[src/rtl/mem_access_ctrl.sv]
// MEM-stage data-memory sequencer: alignment check, byte enables, lane-replicated
// store data, req/ack handshake with timeout, and lane-aligned load return.
module mem_access_ctrl #(
  parameter int TIMEOUT = 16
) (
  input  logic        clk,
  input  logic        rst,
  input  logic        MemRead,
  input  logic        MemWrite,
  input  logic        Flush,
  input  logic [2:0]  Memfunc,
  input  logic [31:0] Address,
  input  logic [31:0] RtData,
  input  logic        MemAck,
  input  logic [31:0] MemRData,
  output logic        MemReq,
  output logic        MemWen,
  output logic [31:0] MemAddr,
  output logic [3:0]  MemBE,
  output logic [31:0] MemWData,
  output logic        Stall,
  output logic [31:0] LoadData,
  output logic        LoadValid,
  output logic        AddrErr,
  output logic        BusErr
);

  // state | meaning
  // IDLE  | waiting for a valid MEM-stage access
  // REQ   | request held on the bus until MemAck or timeout
  // DONE  | one-cycle completion, LoadValid for unsquashed loads
  localparam logic [1:0] S_IDLE = 2'd0;
  localparam logic [1:0] S_REQ  = 2'd1;
  localparam logic [1:0] S_DONE = 2'd2;

  localparam logic [2:0] F_BS = 3'd0;
  localparam logic [2:0] F_BU = 3'd1;
  localparam logic [2:0] F_HS = 3'd2;
  localparam logic [2:0] F_HU = 3'd3;
  localparam logic [2:0] F_WL = 3'd5;
  localparam logic [2:0] F_WR = 3'd6;

  localparam logic [7:0] CNT_LAST = 8'(TIMEOUT - 1);

  logic [1:0]  r_state;
  logic [7:0]  r_cnt;
  logic [31:0] r_addr;
  logic        r_wen;
  logic [2:0]  r_func;
  logic [1:0]  r_off;
  logic [3:0]  r_be;
  logic [31:0] r_wdata;
  logic [31:0] r_ldata;
  logic        r_lvalid;
  logic        r_addrerr;
  logic        r_buserr;
  logic        r_squash;

  logic        w_valid;
  logic        w_misal;
  logic        w_accept;
  logic        w_in_req;
  logic [3:0]  w_be;
  logic [31:0] w_wdata;
  logic [31:0] w_ldata;

  assign w_valid  = (MemRead | MemWrite) & ~Flush;
  assign w_accept = (r_state == S_IDLE) & w_valid & ~w_misal;
  assign w_in_req = (r_state == S_REQ);

  // Unused encodings fall into the full-word case so they still get an alignment check
  always_comb begin
    w_misal = 1'b0;
    w_be    = 4'b1111;
    w_wdata = RtData;
    case (Memfunc)
      F_BS, F_BU: begin
        w_be    = 4'b0001 << Address[1:0];
        w_wdata = {4{RtData[7:0]}};
      end
      F_HS, F_HU: begin
        w_misal = Address[0];
        w_be    = Address[1] ? 4'b1100 : 4'b0011;
        w_wdata = {2{RtData[15:0]}};
      end
      F_WL:    w_be = 4'b1100;
      F_WR:    w_be = 4'b0011;
      default: w_misal = |Address[1:0];
    endcase
  end

  always_comb begin
    w_ldata = MemRData;
    case (r_func)
      F_BS, F_BU: w_ldata = {24'b0, MemRData[{r_off, 3'b000} +: 8]};
      F_HS, F_HU: w_ldata = {16'b0, r_off[1] ? MemRData[31:16] : MemRData[15:0]};
      default:    w_ldata = MemRData;
    endcase
  end

  always_ff @(posedge clk or posedge rst) begin
    if (rst) begin
      r_state   <= S_IDLE;
      r_cnt     <= 8'd0;
      r_addr    <= 32'd0;
      r_wen     <= 1'b0;
      r_func    <= 3'd0;
      r_off     <= 2'd0;
      r_be      <= 4'd0;
      r_wdata   <= 32'd0;
      r_ldata   <= 32'd0;
      r_lvalid  <= 1'b0;
      r_addrerr <= 1'b0;
      r_buserr  <= 1'b0;
      r_squash  <= 1'b0;
    end else begin
      r_addrerr <= (r_state == S_IDLE) & w_valid & w_misal;
      r_buserr  <= w_in_req & ~MemAck & (r_cnt == CNT_LAST);
      r_lvalid  <= 1'b0;
      case (r_state)
        S_IDLE: begin
          if (w_accept) begin
            r_addr   <= {Address[31:2], 2'b00};
            r_wen    <= MemWrite;
            r_func   <= Memfunc;
            r_off    <= Address[1:0];
            r_be     <= w_be;
            r_wdata  <= w_wdata;
            r_cnt    <= 8'd0;
            r_squash <= 1'b0;
            r_state  <= S_REQ;
          end
        end
        S_REQ: begin
          if (Flush) r_squash <= 1'b1;
          // Ack wins over a timeout landing in the same cycle
          if (MemAck) begin
            if (!r_wen) r_ldata <= w_ldata;
            r_lvalid <= ~r_wen & ~r_squash & ~Flush;
            r_state  <= S_DONE;
          end else if (r_cnt == CNT_LAST) begin
            r_state <= S_IDLE;
          end else begin
            r_cnt <= r_cnt + 8'd1;
          end
        end
        S_DONE:  r_state <= S_IDLE;
        default: r_state <= S_IDLE;
      endcase
    end
  end

  assign MemReq    = w_in_req;
  assign MemWen    = r_wen & w_in_req;
  assign MemAddr   = r_addr;
  assign MemBE     = r_be;
  assign MemWData  = r_wdata;
  assign Stall     = w_accept | w_in_req;
  assign LoadData  = r_ldata;
  assign LoadValid = r_lvalid;
  assign AddrErr   = r_addrerr;
  assign BusErr    = r_buserr;

endmodule

[config.mk]
export PLATFORM = sky130hd
export DESIGN_NAME = mem_access_ctrl
export DESIGN_NICKNAME = d
export VERILOG_FILES = /design/src/rtl/mem_access_ctrl.sv
export SDC_FILE = /design/constraint.sdc
export NUM_CORES = 1
export LEC_CHECK = 0
export ABC_CLOCK_PERIOD_IN_PS = 5990
export CAP_MARGIN = 5
export CORE_UTILIZATION = 49
export CTS_BUF_LIST = sky130_fd_sc_hd__clkbuf_4
export CTS_CLUSTER_DIAMETER = 60
export DETAILED_ROUTE_END_ITERATION = 16
export GPL_TIMING_DRIVEN = 0
export PLACE_DENSITY = 0.95
export SYNTH_ARGS = -nofsm -noshare
export SYNTH_HDL_FRONTEND = slang
export SYNTH_SLANG_ARGS = --single-unit
[constraint.sdc]
create_clock -name clk -period 5.99 [get_ports clk]
set_input_delay 1.198 -clock clk [delete_from_list [all_inputs] [get_ports clk]]
set_output_delay 1.198 -clock clk [all_outputs]
set_load 0.05 [all_outputs]
==> metrics.md <==
| Metric | Value |
|---|---|
| Outcome | finished clean |
| Slew Limit Fails | 0 |
| Hold depth | 1 |
| Final non-filler cell total | 852 |
| Via count | 4713 |
| Slew headroom | 0.5596 |
| EDFF count, synth | 0 |
| Detailed Place HPWL | 11.79 mm |
| Synth Flop Type | dfrtp_1 |
| R2R Setup Slk | 4.00 ns |
| Core area | 10940 um^2 |
| Clk_lat worst skew | 0.51 ns |
| DRT iter0 DRCs | 304 |
| HP Start | r_squash |
| Top delay family on crit path | buffers and inverters |
| CTS resizes | 0 |
| Post-route setup TNS | 0 ns |
| WS Path Type | input port to output port |
| Final #Nets | 805 |
| Register area share after synthesis | 0.5270 |
| Site Rows | 38 |
| Maximum fanout along the worst path | 10 |
| Total grt overflow | 0 |
| Worst vdd ir | 0.3090 mV |
| Diodes inserted | 0 |
| Final period util | 0.8154 |
| Share of cells above drive strength 1 | 0.2008 |
| I/O pins | 211 |
| Mapped Area | 5555 um^2 |
| Tot GR Track Use | 0.2815 |
| Routing usage on met2 | 0.4923 |
| R2R Path End | MemWData[26] |
| FFs w/ async S/R, synth | 1.000 |
| Hold bufs inserted after CTS | 0 |
| Final wirelength | 15.92 mm |
| Max Fclk | 0.2047 GHz |
| Clk pin slew, worst setup/hold paths | 0.10 ns |
| Hold EP | LoadValid |
| Met1 Track Usage GR | 0.3151 |
| Pleak | 0.003500 uW |
| Max-Cap Viols | 0 |
| CP bufs+invs | 4 |
| Tightest Pin Transition | 0.6607 ns |
| Synth warn | 0 |
| CP Data Required Time | 4.79 ns |
| Root Driver | clkbuf_4 |
| Sink Count | 117 |
| Layout Utilization | 0.7423 |
| Placed insts | 820 |
| Drt wl/cell | 18.68 um |
| Setup repair after global routing missed its margin | no |
| Hold_ws | 0.4491 ns |
| Synth Instances | 471 |
| Initial antenna violation count | 0 |
| CP arrival | 3.69 ns |
| Worst hold path class | flop to flop |
| Top Usage Layer GRT | met2 |
| Post-route DRC | 0 |
| First-pass GRT wire length | 24.92 mm |
| Crit-path cells | clkdlybuf4s50_1 -> nor3_1 -> o21ai_0 -> o21ba_2 -> buf_6 -> buf_6 -> or2_1 -> clkdlybuf4s50_1 |
| Synth Register Bits | 117 |
| Die ar. | 11770 um^2 |
| Syn avg cell area | 11.79 um^2 |
| Critical Path End Type | output port |
| Largest net degree at the start of global routing | 71 |
| Final setup viols | 0 |
| Met3 GRT Util | 0.07896 |
| Min cycle time layout | 4.884 ns |
| Pre-antenna DRT Iters | 4 |
| Reg2reg start | r_state[0] |
| Longest Clk Path Bufs | 2 |
| Layout area overhead | 46.13% |
| Power Total | 4267 uW |
| CTS tree | yes |
| Worst setup SP type | input port |
| Gpl congestion | 0.9100 |
| Via density | 5.532 |
| Input/output buffers | 207 |
| R2R cell count | 6 |
| Initial Util | 0.5080 |
| CTS buffer count | 17 |
| H-tree lvl count | 4 |
| Number of post-CTS setup repair buffers | 0 |
| PwrDens | 525.6 nW/um^2 |
| Clock skew | 0.01515 ns |
| Die W | 108.5 um |
| DRT antenna net count | 0 |
| Synth unique cells | 44 |
| Worst stage delay on the critical path | 0.81 ns |
| Critical-path top delay cell | clkdlybuf4s50_1 |
| Vias in the first global route | 5018 |
| Die H | 108.5 um |
| Final Hold Vio Count | 0 |
where the power goes:
part           internal (uW)  switching (uW)  leakage [uW]
Clock                    289             289      0.000150
Combinational            883            1510       0.00191
Sequential              1100             199       0.00144
Total                   2270            2000       0.00350
cells by family (layout without fill, tap and decap cells):
logic type / count (synthesis) / in the layout / synth area share
fa+ha+maj: 1 / 1 / 0.002252
xor+xnor: 2 / 2 / 0.004506
flops: 117 / 117 / 0.5270
compound gates: 100 / 100 / 0.1178
buf+inv: 39 / 279 / 0.03761
simple gates: 116 / 116 / 0.09662
other cells: 1 / 2 / 0.0006750
mux: 95 / 95 / 0.2135
worst register-to-register path, stage by stage, from the launching register on:
cell and delay, ns:
dfrtp_1 0.40, nor3_1 0.23, o21ai_0 0.21, o21ba_2 0.33, buf_6 0.19, buf_6 0.20
mux2_4 0.32
cell type report:
class / count / area [um^2]
flip-flops and latches: 117 / 2928
fillers: 742 / 2818
multi-input cells: 316 / 2422
repair buffers: 208 / 2100
plain buffers: 35 / 193.9
well taps: 140 / 175.2
clock buffers: 19 / 142.6
clock inverters: 13 / 138.9
inverters: 4 / 17.52
metal layers:
metal,part of all wire,vias to the layer above
met3,0.077,37
met5,0,-
met1,0.38,2309
li1,-,2128
met2,0.52,239
met4,0.026,0
how the worst max path moves through the flow:
stage	endpoint	from	slack (ns)	cells past startpoint
floorplan	AddrErr	rst	1.69	1
global placement	LoadData[21]	rst	0.15	2
detailed placement	Stall	Flush	1.11	8
CTS	Stall	Flush	1.11	8
global route	Stall	Flush	1.02	8
finish	Stall	Flush	1.11	8
cells in the mapped netlist (all sizes together) (3+ instances only):
| master | number | area [um^2] |
|---|---|---|
| nor2b | 10 | 62.56 |
| clkbuf | 11 | 41.29 |
| o41ai | 3 | 26.28 |
| a21o | 9 | 67.56 |
| inv | 4 | 15.01 |
| o21ai | 36 | 180.2 |
| a22oi | 8 | 60.06 |
| a211o | 8 | 70.07 |
| nand3 | 4 | 20.02 |
| nor2 | 11 | 41.29 |
| nand2 | 67 | 251.5 |
| mux2i | 9 | 90.09 |
| a21oi | 13 | 68.82 |
| buf | 24 | 152.6 |
| mux2 | 86 | 1096 |
| a31o | 4 | 35.03 |
| o31ai | 10 | 75.07 |
| dfrtp | 117 | 2928 |
| nor3 | 4 | 20.02 |
| nand3b | 9 | 67.56 |
flip-flops by register name, summed over array words and instances (netlist names):
register,flops
LoadData,32
MemWData,32
MemAddr,30
r_cnt,8
MemBE,4
r_func,2
r_off,2
r_state,2
AddrErr,1
BusErr,1
LoadValid,1
r_squash,1
r_wen,1
per-stage QoR:
stage / setup WS (ns) / area [um^2]
after detailed placement: 1.115 / 7836
after global placement: 0.1520 / 7806
final: 1.106 / 8118
after floorplan: 1.691 / 5559
after CTS: 1.108 / 8118
after global routing: 1.020 / 8118
layout by cell type, fill, tap and decap left out, drive strengths merged, types with 2 or more instances in the layout:
master         instances
clkdlybuf4s50        207
dfrtp                117
mux2                  86
nand2                 67
o21ai                 36
clkbuf                30
buf                   25
a21oi                 13
nor2                  11
nor2b                 10
o31ai                 10
mux2i                  9
a21o                   9
nand3b                 9
a211o                  8
a22oi                  8
clkinv                 8
nor3                   4
nand3                  4
a31o                   4
inv                    4
o41ai                  3
bufinv                 3
nand2b                 2
nor4                   2
a31oi                  2
o211ai                 2
and2                   2
conb                   2
clkinvlp               2
xnor2                  2
o21bai                 2
or2                    2
Note: power is estimated with default switching activity, not from simulation.
